[src/rtl/avmm_rr_arbiter_if.sv]
// ---------------------------------------------------------------------------
// avmm_rr_arbiter_if
// Minimal Avalon-MM bundle used on both sides of the two-master arbiter.
//   address, read, write, write_data : issued by the master side
//   read_data, wait_request          : returned by the slave side
// Modports:
//   master : the side that issues transfers (drives address/read/write/data)
//   slave  : the side that services transfers (drives read_data/wait_request)
// ---------------------------------------------------------------------------
interface avmm_rr_arbiter_if #(
    parameter int ADDR_W = 8,
    parameter int DATA_W = 32
);
    logic [ADDR_W-1:0] address;
    logic              read;
    logic              write;
    logic [DATA_W-1:0] write_data;
    logic [DATA_W-1:0] read_data;
    logic              wait_request;

    modport master (
        output address, read, write, write_data,
        input  read_data, wait_request
    );

    modport slave (
        input  address, read, write, write_data,
        output read_data, wait_request
    );
endinterface

[src/rtl/avmm_rr_arbiter.sv]
// ---------------------------------------------------------------------------
// avmm_rr_arbiter
// Shares one Avalon-MM slave between two masters with per-transfer
// round-robin arbitration and a wait_request watchdog.
// Ports:
//   clk, rst      : clock and asynchronous active-high reset
//   m0, m1        : master-facing Avalon-MM ports (arbiter acts as slave)
//   s             : slave-facing Avalon-MM port (arbiter acts as master)
//   grant         : one-hot {m1,m0} current owner, 0 when idle
//   timeout_flag  : sticky, set when the watchdog forces a completion
// ---------------------------------------------------------------------------
module avmm_rr_arbiter #(
    parameter int                ADDR_W         = 8,
    parameter int                DATA_W         = 32,
    parameter int                TIMEOUT_CYCLES = 256,
    parameter logic [DATA_W-1:0] TIMEOUT_DATA   = 32'hDEAD_BEEF
) (
    input  logic                      clk,
    input  logic                      rst,
    avmm_rr_arbiter_if.slave          m0,
    avmm_rr_arbiter_if.slave          m1,
    avmm_rr_arbiter_if.master         s,
    output logic [1:0]                grant,
    output logic                      timeout_flag
);
    typedef enum logic [1:0] {
        IDLE  = 2'd0,
        BUSY0 = 2'd1,
        BUSY1 = 2'd2
    } state_t;

    // One spare bit so the counter never wraps before reaching CNT_LAST.
    localparam int                CNT_W    = $clog2(TIMEOUT_CYCLES) + 1;
    localparam logic [CNT_W-1:0]  CNT_LAST = CNT_W'(TIMEOUT_CYCLES - 1);

    state_t             state_q, state_d;
    logic               last_q, last_d;     // index of the last master served
    logic [CNT_W-1:0]   cnt_q, cnt_d;
    logic               force_q, force_d;   // current cycle is a forced completion
    logic               flag_q, flag_d;

    // Masters gathered into arrays so the per-master logic is written once.
    logic [1:0]         m_read, m_write, req, m_wait;
    logic [ADDR_W-1:0]  m_addr  [2];
    logic [DATA_W-1:0]  m_wdata [2];
    logic [DATA_W-1:0]  m_rdata [2];

    assign m_read     = {m1.read,  m0.read};
    assign m_write    = {m1.write, m0.write};
    assign req        = m_read | m_write;
    assign m_addr[0]  = m0.address;
    assign m_addr[1]  = m1.address;
    assign m_wdata[0] = m0.write_data;
    assign m_wdata[1] = m1.write_data;

    assign m0.wait_request = m_wait[0];
    assign m1.wait_request = m_wait[1];
    assign m0.read_data    = m_rdata[0];
    assign m1.read_data    = m_rdata[1];

    logic busy, cur, other;
    assign busy  = (state_q == BUSY0) || (state_q == BUSY1);
    assign cur   = (state_q == BUSY1);
    assign other = ~cur;

    // ---------------- state register ----------------
    always_ff @(posedge clk or posedge rst) begin
        if (rst) begin
            state_q <= IDLE;
            last_q  <= 1'b1;    // m0 wins the first contended arbitration
            cnt_q   <= '0;
            force_q <= 1'b0;
            flag_q  <= 1'b0;
        end else begin
            state_q <= state_d;
            last_q  <= last_d;
            cnt_q   <= cnt_d;
            force_q <= force_d;
            flag_q  <= flag_d;
        end
    end

    // ---------------- next-state logic ----------------
    always_comb begin
        state_d = state_q;
        last_d  = last_q;
        cnt_d   = cnt_q;
        force_d = 1'b0;
        flag_d  = flag_q;
        case (state_q)
            IDLE: begin
                if (req[0] && req[1])
                    state_d = last_q ? BUSY0 : BUSY1;
                else if (req[0])
                    state_d = BUSY0;
                else if (req[1])
                    state_d = BUSY1;
            end
            BUSY0, BUSY1: begin
                if (force_q || (req[cur] && !s.wait_request)) begin
                    // Completion: hand straight to the other master if it waits.
                    last_d  = cur;
                    cnt_d   = '0;
                    state_d = req[other] ? (other ? BUSY1 : BUSY0) : IDLE;
                end else if (!req[cur]) begin
                    // Master abandoned its transfer; ownership history is kept.
                    state_d = IDLE;
                    cnt_d   = '0;
                end else begin
                    cnt_d = cnt_q + 1'b1;
                    if (cnt_q == CNT_LAST) begin
                        force_d = 1'b1;
                        flag_d  = 1'b1;
                    end
                end
            end
            default: state_d = IDLE;
        endcase
    end

    // ---------------- output logic ----------------
    always_comb begin
        s.address    = '0;
        s.read       = 1'b0;
        s.write      = 1'b0;
        s.write_data = '0;
        grant        = 2'b00;
        if (busy) begin
            grant[cur]   = 1'b1;
            s.address    = m_addr[cur];
            s.write_data = m_wdata[cur];
            // Read has priority over write; a forced cycle issues nothing.
            if (!force_q) begin
                s.read  = m_read[cur];
                s.write = m_write[cur] & ~m_read[cur];
            end
        end
    end

    genvar gi;
    generate
        for (gi = 0; gi < 2; gi++) begin : g_master
            logic sel;
            assign sel         = busy && (cur == 1'(gi));
            assign m_wait[gi]  = sel ? (force_q ? 1'b0 : s.wait_request) : 1'b1;
            assign m_rdata[gi] = !sel    ? '0 :
                                 force_q ? (m_read[gi] ? TIMEOUT_DATA : '0) :
                                           s.read_data;
        end
    endgenerate

    assign timeout_flag = flag_q;
endmodule
[src/flat_wrapper.sv]
// flat-port wrapper written by rule: the top's interface ports become plain ports
module avmm_rr_arbiter_flat 
#(
    parameter int                ADDR_W         = 8,
    parameter int                DATA_W         = 32,
    parameter int                TIMEOUT_CYCLES = 256,
    parameter logic [DATA_W-1:0] TIMEOUT_DATA   = 32'hDEAD_BEEF
)
  (clk, rst, grant, timeout_flag, m0_address, m0_read, m0_write, m0_write_data, m0_read_data, m0_wait_request, m1_address, m1_read, m1_write, m1_write_data, m1_read_data, m1_wait_request, s_address, s_read, s_write, s_write_data, s_read_data, s_wait_request);
  avmm_rr_arbiter_if #(.ADDR_W(ADDR_W), .DATA_W(DATA_W)) m0_i ();
  avmm_rr_arbiter_if #(.ADDR_W(ADDR_W), .DATA_W(DATA_W)) m1_i ();
  avmm_rr_arbiter_if #(.ADDR_W(ADDR_W), .DATA_W(DATA_W)) s_i ();
  input  logic clk;
  input  logic rst;
  output logic [1:0] grant;
  output logic timeout_flag;
  input wire logic [$bits(m0_i.address)-1:0] m0_address;
  input wire logic [$bits(m0_i.read)-1:0] m0_read;
  input wire logic [$bits(m0_i.write)-1:0] m0_write;
  input wire logic [$bits(m0_i.write_data)-1:0] m0_write_data;
  output wire logic [$bits(m0_i.read_data)-1:0] m0_read_data;
  output wire logic [$bits(m0_i.wait_request)-1:0] m0_wait_request;
  input wire logic [$bits(m1_i.address)-1:0] m1_address;
  input wire logic [$bits(m1_i.read)-1:0] m1_read;
  input wire logic [$bits(m1_i.write)-1:0] m1_write;
  input wire logic [$bits(m1_i.write_data)-1:0] m1_write_data;
  output wire logic [$bits(m1_i.read_data)-1:0] m1_read_data;
  output wire logic [$bits(m1_i.wait_request)-1:0] m1_wait_request;
  output wire logic [$bits(s_i.address)-1:0] s_address;
  output wire logic [$bits(s_i.read)-1:0] s_read;
  output wire logic [$bits(s_i.write)-1:0] s_write;
  output wire logic [$bits(s_i.write_data)-1:0] s_write_data;
  input wire logic [$bits(s_i.read_data)-1:0] s_read_data;
  input wire logic [$bits(s_i.wait_request)-1:0] s_wait_request;
  assign m0_i.address = m0_address;
  assign m0_i.read = m0_read;
  assign m0_i.write = m0_write;
  assign m0_i.write_data = m0_write_data;
  assign m0_read_data = m0_i.read_data;
  assign m0_wait_request = m0_i.wait_request;
  assign m1_i.address = m1_address;
  assign m1_i.read = m1_read;
  assign m1_i.write = m1_write;
  assign m1_i.write_data = m1_write_data;
  assign m1_read_data = m1_i.read_data;
  assign m1_wait_request = m1_i.wait_request;
  assign s_address = s_i.address;
  assign s_read = s_i.read;
  assign s_write = s_i.write;
  assign s_write_data = s_i.write_data;
  assign s_i.read_data = s_read_data;
  assign s_i.wait_request = s_wait_request;
  avmm_rr_arbiter #(.ADDR_W(ADDR_W), .DATA_W(DATA_W), .TIMEOUT_CYCLES(TIMEOUT_CYCLES), .TIMEOUT_DATA(TIMEOUT_DATA)) u_core (.clk(clk), .rst(rst), .m0(m0_i), .m1(m1_i), .s(s_i), .grant(grant), .timeout_flag(timeout_flag));
endmodule
[config.mk]
export PLATFORM = sky130hd
export DESIGN_NAME = avmm_rr_arbiter_flat
export DESIGN_NICKNAME = d
export VERILOG_FILES = /design/src/rtl/avmm_rr_arbiter_if.sv /design/src/rtl/avmm_rr_arbiter.sv /design/src/flat_wrapper.sv
export SDC_FILE = /design/constraint.sdc
export NUM_CORES = 1
export LEC_CHECK = 0
export CAP_MARGIN = 10
export CORE_AREA = 5 5 85 87
export CTS_CLUSTER_SIZE = 20
export DETAILED_ROUTE_END_ITERATION = 7
export DIE_AREA = 0 0 90 92
export DONT_BUFFER_PORTS = 1
export GPL_TIMING_DRIVEN = 1
export HOLD_SLACK_MARGIN = 0.06
export PLACE_DENSITY = 0.5
export RECOVER_POWER = 100
export SLEW_MARGIN = 20
export SYNTH_ARGS = -nofsm -noshare
export SYNTH_HDL_FRONTEND = slang
export SYNTH_SLANG_ARGS = --single-unit
[constraint.sdc]
create_clock -name clk -period 2.5 [get_ports clk]
set_input_delay 0.375 -clock clk [delete_from_list [all_inputs] [get_ports clk]]
set_output_delay 0.375 -clock clk [all_outputs]
set_load 0.02 [all_outputs]
Yosys cells after proc, flatten, opt, wreduce, memory -nomap -nowiden
Index checks and enable logic that the tools add are counted.
- $add $sub $neg: 1
- multiply operators: 0
- div/mod/pow operators: 0
- order comparisons: 4
- eq/ne operators: 5
- shift operators: 0
- mux-type cells: 47
- bitwise operators: 6
- reductions and logical operators: 13
- operators with widths (operator ; count):
    $mux 32 ; 10
    $mux 8 ; 4
    $mux 1 ; 20
    $mux 2 ; 9
    $mux 9 ; 2
    $add 9x1->9 const B ; 1
    $eq 9x8->1 const B ; 1
    $logic_and 1x1->1 ; 5
    $lt 1x2->1 const B ; 2
    $ne 4x1->1 const B ; 1
    $pmux 2 s2 ; 1
    $reduce_and 2->1 ; 2
    $reduce_and 4->1 ; 1
    $ne 3x3->1 const B ; 1
    $not 1->1 ; 3
    $eq 2x1->1 const B ; 1
    $eq 2x2->1 const B ; 1
    $ge 2x2->1 const B ; 1
    $logic_not 2->1 ; 1
    $logic_or 1x1->1 ; 2
    $not 1->2 ; 1
    $or 2x2->2 ; 1
    $reduce_or 2->1 ; 1
    $and 1x1->1 ; 1
    3 further kinds ; 3
- register bits after elaboration: 14
- bits in latches: 0
- memory bits (writable): 0
- bits in read-only memories: 0
- bits of input ports: 119
- output and inout port bits: 111
- word-level logic and storage cells: 81
- memories kept: 0

Logic depth before layout (Yosys ltp)
- depth in word-level cells: 7
- gate-level depth with buffers: 7
- gate-level depth less buffers: 7

Least setup slack after synthesis
OpenSTA, ideal clock, no wires.
- path kind: flip-flop to output port
- start: register u_core.state_q[0]
- end: output m1_read_data[18]
- arrival time: 1765 ps
- data required time: 2125 ps
- path slack: 360 ps
- cell stages (with the launch flop): 7
- path buffers: 3
- path through: dfrtp_1 > inv_1 > ha_1 > buf_2 > buf_2 > clkbuf_1 > a21boi_0
- cells in the longest elaborated chain, start to end: 4
- elaborated cells between the ends (all ways): 5
- classes of those cells: eq/ne: 2; mux: 1; reduce/logical: 2
- RTL lines (what ; RTL line ; text):
    start, declared ; avmm_rr_arbiter.sv:36 ; state_t state_q, state_d;
    start signal, assigned ; avmm_rr_arbiter.sv:75 ; state_q <= state_d;
    $eq 2x2->1 (*) ; avmm_rr_arbiter.sv:63 ; assign cur = (state_q == BUSY1);
    via u_core.cur ; avmm_rr_arbiter.sv:61 ; logic busy, cur, other;
    $logic_or 1x1->1 ; avmm_rr_arbiter.sv:62 ; assign busy = (state_q == BUSY0) || (state_q == BUSY1);
    $logic_and 1x1->1 (*) ; avmm_rr_arbiter.sv:144 ; assign sel = busy && (cur == 1'(gi));
    $mux 32 (*) ; avmm_rr_arbiter.sv:146 ; assign m_rdata[gi] = !sel ? '0 :
    end, declared ; flat_wrapper.sv:27 ; output wire logic [$bits(m1_i.read_data)-1:0] m1_read_data;
The timed path passes the listed nets; every way through them passes the cells marked *.

Worst setup path after layout
- start: register u_core.state_q[1]
- end: output m0_read_data[16]
- cells in the longest elaborated chain, start to end: 4
- elaborated cells between the ends (all ways): 6
- classes of those cells: eq/ne: 2; mux: 1; bitwise: 1; reduce/logical: 2
- RTL lines (what ; RTL line ; text):
    $eq 2x1->1 / $eq 2x2->1 (equally long branches) ; avmm_rr_arbiter.sv:62, avmm_rr_arbiter.sv:63 ;
    $logic_or 1x1->1 / $not 1->1 (equally long branches) ; avmm_rr_arbiter.sv:62, avmm_rr_arbiter.sv:144 ;
    $logic_and 1x1->1 (*) ; avmm_rr_arbiter.sv:144 ;
    $mux 32 (*) ; avmm_rr_arbiter.sv:146 ;
    end, declared ; flat_wrapper.sv:21 ; output wire logic [$bits(m0_i.read_data)-1:0] m0_read_data;
Every way passes the cells marked *; elsewhere a longest branch is shown, timed or not.

==> summary.md <==
| Metric | Value |
|---|---|
| DP HPWL | `6930 microns` |
| Crit path largest cell delay | `between 400 and 500 ps` |
| Reg2Reg Capture Point | `u_core.state_q[1]` |
| CTS tree | `done` |
| Net Switching | `1.92 mW` |
| Tot Pwr | `between 3 and 4 mW` |
| PortBufs | `0` |
| N_diodes | `0` |
| Worst slew margin | `0.570` |
| P_leak | `approximately 1.2 nW` |
| GRT Total Usage | `0.176` |
| Die Width | `90 microns` |
| Clk buf depth | `2` |
| Req. time, crit path | `between 2000 and 2500 ps` |
| Sequential share of power | `0.089` |
| Area leader, netlist | `mux2i_1` |
| Hold slack | `41.1 ps` |
| Postcts setup bufs | `0` |
| First drt pass iteration count | `4` |
| Total number of vias | `2,301` |
| Skew-Pair Late Insertion Delay | `approximately 250 ps` |
| Top cell type's share of synthesized area | `0.191` |
| Congestion Overflow GR | `0` |
| Top sig layer | `met4` |
| R2R Path Start | `u_core.state_q[0]` |
| Die height | `~90 microns` |
| RSZ-0062 raised after global routing | `false` |
| Clk sinks | `14` |
| Crit end category | `primary output` |
| Design area | `2860 sq um` |
| DP Area | `3070 sq um` |
| Ys async rst share | `1.00` |
| DR DRC count | `0` |
| Vias in the first global route | `2,252` |
| WP data arrival | `just under 2000 ps` |
| PostCTS Resize Cnt | `0` |
| Layout cell share with drive strength beyond 1 | `0.188` |
| Worst setup SP type | `flop` |
| Register area share after synthesis | `0.153` |
| Finish-stage setup viols | `0` |
| Detail Route Antenna Nets | `0` |
| Post-Syn Instances | `about 290` |
| Io pins | `230` |
| Tightest Pin Transition | `643 ps` |
| Global placement routability congestion | `0.815` |
| Clock Pin Slew Worst Setup and Hold Paths | `60 ps` |
| Clock Tree Root | `clkbuf_8` |
| Multi-input logic area | `1830 sq um` |
| Crit share post-route | `0.927` |
| Yosys synthesis warning count | `0` |
| Starting Density | `0.367` |
| Routed Wire Length | `8290 microns` |
| Net count, final | `494` |
| WL/cell | `between 15 and 20 microns` |
| Area occupied by registers | `352 sq um` |
| Mapped Nets | `about 410` |
| Die ar. | `8280 sq um` |
| Critical path class | `flop to primary output` |
| Layout fillers | `691` |
| Fin crit period | `2320 ps` |
| Number of core rows | `29` |
| Combinational group share of total power | `0.848` |
| Cts bufs inserted | `3` |
| Largest net degree at the start of global routing | `39` |
| HP Class | `input port to asynchronous set/reset pin` |
| Worst R2R Setup Slack | `310 ps` |
| Switching Share | `0.561` |
| Fin. Hold Viols | `0` |
| Worst path slowest cell | `dfrtp_1` |
| Max VDD drop | `0.000749 V` |
| Synth Register Bits | `14` |
| Sum Neg Setup Slack | `0 ps` |
| Mapped cell area | `approximately 2300 sq um` |
| Post-synth EDFFs | `0` |
| DRT iter0 DRCs | `45` |
| Achievable Freq | `0.431 GHz` |
| Antenna violations before repair | `0` |
| Metal1 wirelength | `2990 microns` |
| Worst Clk Skew | `4.14 ps` |
| Synth Area per Inst | `8.03 sq um` |
| Clock network fraction of design power | `0.063` |
| Internal | `around 1.5 mW` |
| Fin util | `0.456` |
| Cells taking the most area after synthesis | `mux2i_1 (19%), a21boi_0 (16%), dfrtp_1 (14%)` |
| Post-CTS Hold Buffers | `0` |
| Max-capacitance violation count | `0` |
| Post-synth cell types | `43` |
| Power Dens Cells | `around 1200 nW/um^2` |
| Wire length on met2 | `4690 microns` |
| Core area | `about 6300 sq um` |
| Area Growth Syn to Fin | `24.2%` |
| H-tree levels | `1` |
| Drt via density | `just over 5` |
| Critical-path cell list | `inv_1 -> ha_1 -> buf_4 -> a21boi_0 -> clkbuf_1` |
| Outcome | `finished clean` |
| Most used DFF post-synth | `dfrtp_1` |
| Global-route wire length before repair | `12,400 microns` |
| Max-slew violations | `0` |
| Worst r2r path cells | `7` |
| Wire length on met3 | `approximately 560 microns` |
| Crit-path max FO | `16` |
==> synthesized netlist by cell type, drive strengths merged, types with 2 or more instances <==
cell type   n
a211o       2
a211oi      2
a21boi     48
a21oi       2
a31oi       3
and2       18
and3        2
buf         7
clkbuf     17
dfrtp      13
ha          7
inv         6
mux2        2
mux2i      44
nand2      11
nand2b     26
nand3       2
nand3b      3
nor2        7
nor2b      42
nor3        2
o21a        2
o21ai       4
o22ai       4
==> registers in the layout, indices dropped and copies added, names as in the netlist <==
signal               count
u_core.timeout_flag      1
u_core.state_q           2
u_core.force_q           1
u_core.cnt_q             9
u_core.last_q            1
==> critical path, delay by kind of cell (launching register included) <==
| family | cells | cell delay [ps] |
|---|---|---|
| adder cells (fa/ha/maj) | 1 | 380 |
| buffers and inverters | 3 | 680 |
| flip-flops | 1 | 440 |
| AO/OA/AOI/OAI | 1 | 210 |
==> layout by cell type (no fill, tap or decap), types with 2 or more instances in the layout <==
master	instances
a21boi_0	48
and3_1	2
buf_4	18
ha_1	6
clkbuf_8	4
and2_1	6
dfrtp_1	13
o22ai_1	4
nor2b_1	41
a31oi_1	2
inv_1	6
o21a_1	2
nand3b_1	3
clkbuf_1	48
clkbuf_2	32
and2_0	11
nand3_1	2
a21oi_1	2
nand2_1	11
nor2_1	6
o21ai_0	4
nand2b_1	26
nor3_1	2
mux2i_1	44
==> power by group through the flow <==
stage | Sequential (mW) | Combinational (mW) | Clock, mW
2_1_floorplan | 0.295 | 2.17 | 0
3_3_place_gp | 0.305 | 3.28 | 0
3_5_place_dp | 0.309 | 3.30 | 0
4_1_cts | 0.305 | 3.31 | 0.223
5_1_grt | 0.310 | 3.11 | 0.234
6_report | 0.305 | 2.90 | 0.216
==> area by class of cell <==
cell class              instances  share of cell area
clock buffers                   4              0.0192
inverters                       6             0.00787
multi-input cells             243               0.640
flip-flops and latches         14               0.123
well taps                      77              0.0337
repair buffers                100               0.176
==> layer usage <==
layer,global-route usage,up-vias
li1,-,1150
met1,0.194,1064
met2,0.346,82
met3,0.0401,5
met4,0.0261,0
met5,0,-
==> worst max path at each step <==
stage / startpoint / end / slack [ps] / cells after the start
detailed placement: u_core.state_q[1] / m0_read_data[4] / 420 / 4
finish: u_core.state_q[1] / m0_read_data[16] / 180 / 5
floorplan: u_core.state_q[0] / m1_read_data[18] / 360 / 6
global placement: u_core.state_q[1] / m0_read_data[4] / 480 / 4
CTS: u_core.state_q[1] / m0_read_data[4] / 160 / 4
global route: u_core.force_q / m1_read_data[12] / 30 / 3
==> per-stage QoR <==
| step | std cells | setup slack (ps) |
|---|---|---|
| finish | 444 | 181 |
| global route | 444 | 32.0 |
| CTS | 444 | 159 |
| detailed placement | 440 | 424 |
| global placement | 440 | 478 |
| floorplan | 287 | 360 |
==> kinds of logic after synthesis <==
| family | Yosys count | synth area share |
|---|---|---|
| xor gates and xnor gates | 1 | 0.00380 |
| muxes | 46 | 0.203 |
| AOI/OAI and AO/OA | 72 | 0.242 |
| adders and majority gates | 7 | 0.0380 |
| buffers and inverters | 30 | 0.0549 |
| and+or+nand+nor | 117 | 0.306 |
| DFF | 14 | 0.153 |
No activity file was read; power rests on OpenSTA's default activity.
